===== src/rtl/zuart_rx.sv =====
// zuart_rx: UART receiver, 1 start bit, 8 data bits MSB first, 1 stop bit, idle high.
// Optional macro ZUART_RX_MAJORITY_EN: each sample point takes a 2-of-3 majority
// of three consecutive synchronised samples. The decision is made one clock
// later, so total latency grows by one clock.
module zuart_rx #(
  parameter int CLKS_PER_BIT = 7,
  parameter int HALF_BIT     = CLKS_PER_BIT / 2
) (
  input  logic       iClk,
  input  logic       iRstN,
  input  logic       iEn,
  input  logic       iRxEn,
  input  logic       iRxPin,
  output logic [7:0] oRxData,
  output logic       oRxDataValid,
  output logic       oFrameErr
);

  typedef enum logic [1:0] {IDLE, START, DATA, STOP} state_t;

  localparam logic [7:0] LAST_CNT = 8'(CLKS_PER_BIT - 1);
`ifdef ZUART_RX_MAJORITY_EN
  // Start decision moves one clock later. Later sample points keep the same
  // bit period relative to it, so they shift by one clock as well.
  localparam logic [7:0] START_CNT = 8'(HALF_BIT + 1);
`else
  localparam logic [7:0] START_CNT = 8'(HALF_BIT);
`endif

  state_t     state;
  logic [7:0] cnt;
  logic [2:0] idx;
  logic [7:0] sr;
  logic       sync_q, rx_s, rx_d;
  logic       bit_val;

`ifdef ZUART_RX_MAJORITY_EN
  logic rx_d2;

  // Third tap of the sample history feeding the majority vote
  always_ff @(posedge iClk or negedge iRstN) begin
    if (!iRstN) rx_d2 <= 1'b1;
    else        rx_d2 <= rx_d;
  end

  // rx_s, rx_d and rx_d2 are three consecutive samples. The vote is taken on the
  // clock after the nominal centre.
  assign bit_val = (rx_s & rx_d) | (rx_s & rx_d2) | (rx_d & rx_d2);
`else
  assign bit_val = rx_s;
`endif

  // Two-flop synchroniser plus one delay tap for edge detection.
  // These flops keep running while the block is disabled.
  always_ff @(posedge iClk or negedge iRstN) begin
    if (!iRstN) begin
      sync_q <= 1'b1;
      rx_s   <= 1'b1;
      rx_d   <= 1'b1;
    end else begin
      sync_q <= iRxPin;
      rx_s   <= sync_q;
      rx_d   <= rx_s;
    end
  end

  // Frame FSM: edge hunt, start qualification, data shift, stop check
  always_ff @(posedge iClk or negedge iRstN) begin
    if (!iRstN) begin
      state        <= IDLE;
      cnt          <= '0;
      idx          <= '0;
      sr           <= '0;
      oRxData      <= '0;
      oRxDataValid <= 1'b0;
      oFrameErr    <= 1'b0;
    end else begin
      oRxDataValid <= 1'b0;
      oFrameErr    <= 1'b0;
      if (!iEn || !iRxEn) begin
        state <= IDLE;
        cnt   <= '0;
        idx   <= '0;
      end else begin
        case (state)
          IDLE: begin
            if (rx_d && !rx_s) begin
              cnt   <= '0;
              state <= START;
            end
          end
          START: begin
            if (cnt == START_CNT) begin
              cnt <= '0;
              idx <= '0;
              // A line that is high again at mid-start was noise, so drop it
              state <= bit_val ? IDLE : DATA;
            end else begin
              cnt <= cnt + 8'd1;
            end
          end
          DATA: begin
            if (cnt == LAST_CNT) begin
              sr  <= {sr[6:0], bit_val};
              cnt <= '0;
              idx <= idx + 3'd1;
              if (idx == 3'd7) state <= STOP;
            end else begin
              cnt <= cnt + 8'd1;
            end
          end
          STOP: begin
            if (cnt == LAST_CNT) begin
              if (bit_val) begin
                oRxData      <= sr;
                oRxDataValid <= 1'b1;
              end else begin
                oFrameErr <= 1'b1;
              end
              // Leave at mid-stop so a start edge with no idle gap is still seen
              cnt   <= '0;
              state <= IDLE;
            end else begin
              cnt <= cnt + 8'd1;
            end
          end
          default: state <= IDLE;
        endcase
      end
    end
  end

endmodule


===== config.mk =====
export PLATFORM = sky130hd
export DESIGN_NAME = zuart_rx
export DESIGN_NICKNAME = d
export VERILOG_FILES = /design/src/rtl/zuart_rx.sv
export SDC_FILE = /design/constraint.sdc
export NUM_CORES = 1
export LEC_CHECK = 0
export BUFFER_PORTS_ARGS = -buffer_cell sky130_fd_sc_hd__buf_4
export CAP_MARGIN = 20
export CORE_MARGIN = 5
export CORE_UTILIZATION = 30
export DETAILED_ROUTE_END_ITERATION = 16
export HOLD_SLACK_MARGIN = 0.02
export PLACE_DENSITY = 0.56
export SLEW_MARGIN = 10
export SYNTH_ARGS = -nofsm -noshare
export SYNTH_HDL_FRONTEND = slang
export SYNTH_SLANG_ARGS = --single-unit

===== constraint.sdc =====
create_clock -name iClk -period 3.3 [get_ports iClk]
set_input_delay 0.165 -clock iClk [delete_from_list [all_inputs] [get_ports iClk]]
set_output_delay 0.165 -clock iClk [all_outputs]
set_load 0.02 [all_outputs]

==> reports/results.txt <==
outcome: finished clean
CP max FO: 6
TritonCTS clock tree: done
# DRC: 0
CP Launch Type: register
maxcap violations: 0
Peak Freq: 0.503 GHz
Post-DP HPWL: 2270 um
fin nets: 164
Crit-path slowest cell: or4_1
Routed Antenna Nets: 0
htree depth: 2
worst-margin pin slew: 0.606 ns
Setup Skew: 0.00334 ns
Synth Register Bits: 34
clk sinks: 34
leakage: 0.890 nW
routed vias: 1143
final setup violation count: 0
register area share after synthesis: 0.525
1st-iter DRT viols: 70
period utilization: 0.603
area grow syn2layout: 20.8%
CP max stage delay: 0.46 ns
R2R setup slack: 1.31 ns
final hold violations: 0
Rel. slew slack: 0.594
crit-path leading delay family: simple AND/OR/NAND/NOR gates
fin. max-slew vios: 0
Synth Cell Area: 1630 um2
crit path cell chain: ha_1, nor4bb_1, o211ai_1, or4_1, a21oi_1
most frequent cells in the layout: 31 x dfrtp_1, 17 x mux2_2, 14 x buf_4
DP Worst Slack: 1.34 ns
CTS Buf Count: 5
vias in the first global route: 1224
Rows: 26
Arrival @ worst endpoint: 2.21 ns
Initial Util: 0.313
commonest non-fill, non-tap cell in the layout: dfrtp_1
RSZ-0062 raised after global routing: no
ys async rst share: 1.00
CTS root buffer: clkbuf_8
Most used DFF post-synth: dfrtp_1
Worst-path clk slew: 0.07 ns
GP Congestion: 0.735
Die Wd: 83.7 um
Yosys Warn Count: 0
Critical Path Start: cnt[0]$_DFFE_PN0P_
setup TNS: 0 ns
path depth of the worst reg2reg path: 5
syn_area_per_cell: 12.0 um2
HP Class: in2reg
# Post-CTS Setup Buffers: 0
Final Worst Setup Slack: 1.31 ns
Ant. Diodes: 0
routed wire length: 3230 um
CTS Buffer Depth: 2
largest net degree at the start of global routing: 35
area of the core: 5200 um2
capturing element type of the critical path: register
GR Util All Layers: 0.103
fin crit period: 1.99 ns
IO Pins: 15
Crit Path Category: reg2reg
Worst VDD drop: 0.209 mV
syn_nets: 145
synth unique cells: 42
via/cell ratio: 5.06
reg2reg start: cnt[0]$_DFFE_PN0P_
fraction of layout instances using a drive strength above 1: 0.327
number of synthesized flops with an enable pin: 0
port bufs: 14
pwr dens: 472 nW/um2
initial antenna violation count: 0
DIE AREA: 7000 um2
reg2reg end: idx[0]$_DFFE_PN0P_
CP Buf/Inv Count: 0
critical path endpoint: idx[0]$_DFFE_PN0P_
first-pass GRT wire length: 5750 um
CP required: 3.52 ns
drt first pass iters: 4
critical path depth: 5
post-synthesis cell count: 136
post-cts repair resize count: 0
DIE HEIGHT: 83.7 um
clk_lat worst skew: 0.29 ns
core occupancy in the finished layout: 0.378
WL/cell: 14.3 um
GRT overflow: 0
[worst register-to-register path, cell delays in order (launching register included)]
cell and delay, ns:
dfrtp_1 0.45, ha_1 0.26, nor4bb_1 0.35, o211ai_1 0.26
or4_1 0.46, a21oi_1 0.14
[stage by stage]
stage | cells | area [um2] | total power [W] | hold slack [ns]
floorplan | 136 | 1630 | 0.000442 | -0.131
global placement | 216 | 1800 | 0.000457 | 0.127
detailed placement | 216 | 1800 | 0.000458 | 0.143
CTS | 226 | 1970 | 0.000943 | 0.242
global route | 226 | 1970 | 0.000964 | 0.261
finish | 226 | 1970 | 0.000928 | 0.248
[power breakdown]
group          total [W]  switching, W  internal (W)
logic          0.0000269     0.0000184    0.00000854
registers       0.000424    0.00000364      0.000421
clock network   0.000477      0.000155      0.000322
[cell families after synthesis]
logic type | count (synthesis) | synth area share
mux | 18 | 0.124
flops | 34 | 0.525
compound gates | 27 | 0.111
simple gates | 44 | 0.181
buf+inv | 7 | 0.0177
fa+ha+maj | 4 | 0.0307
xor+xnor | 2 | 0.0108
[final cells by class]
| type | instances | area, um2 |
|---|---|---|
| clock buffer | 6 | 82.6 |
| sequential | 34 | 855 |
| timing repair buffer | 16 | 125 |
| fill | 521 | 3240 |
| clock inverter | 2 | 60.1 |
| inverter | 3 | 11.3 |
| tap | 70 | 87.6 |
| multi-input combinational | 95 | 744 |
[state kept, by name, summed over array words and instances (netlist names), 2 cells and up]
name     count
cnt          8
oRxData      8
sr           8
idx          3
state        2
[per-layer routing]
layer,GRT usage,share of wire
met1,0.131,0.47
met4,0.0526,0.023
met5,0,0
met2,0.156,0.47
met3,0.0336,0.037
[worst min path at each step]
| stage | start | endpoint | slack (ns) | depth (start not counted) |
|---|---|---|---|---|
| 6_report | iRxEn | idx[2]$_DFFE_PN0P_ | 0.25 | 3 |
| 5_1_grt | iRxEn | idx[2]$_DFFE_PN0P_ | 0.26 | 3 |
| 4_1_cts | iRxEn | idx[2]$_DFFE_PN0P_ | 0.24 | 3 |
| 3_5_place_dp | iRstN | cnt[7]$_DFFE_PN0P_ | 0.14 | 1 |
| 3_3_place_gp | iRstN | cnt[7]$_DFFE_PN0P_ | 0.13 | 1 |
| 2_1_floorplan | iRstN | cnt[0]$_DFFE_PN0P_ | -0.13 | 0 |
[Yosys cell counts (all sizes together), types with 2 or more instances]
library cell | instances | share of area
dfrtp | 31 | 0.48
mux2 | 17 | 0.12
nand2 | 13 | 0.030
a21oi | 8 | 0.025
o31ai | 5 | 0.023
ha | 4 | 0.031
nor2 | 4 | 0.0092
nor3 | 4 | 0.029
a22oi | 3 | 0.014
a31oi | 3 | 0.012
dfstp | 3 | 0.048
inv | 3 | 0.0069
nand4 | 3 | 0.021
nor2b | 3 | 0.013
or4 | 3 | 0.014
buf | 2 | 0.0061
clkbuf | 2 | 0.0046
nand3 | 2 | 0.0061
nand3b | 2 | 0.012
o211ai | 2 | 0.0092
o21ai | 2 | 0.0061
or2 | 2 | 0.0077
xor2 | 2 | 0.011
[repair_timing]
action                     4_1_cts  5_1_grt
setup endpoints to repair        0        0
hold endpoints to repair        32        0
hold buffers                     2        0
No activity file was read; power rests on OpenSTA's default activity.
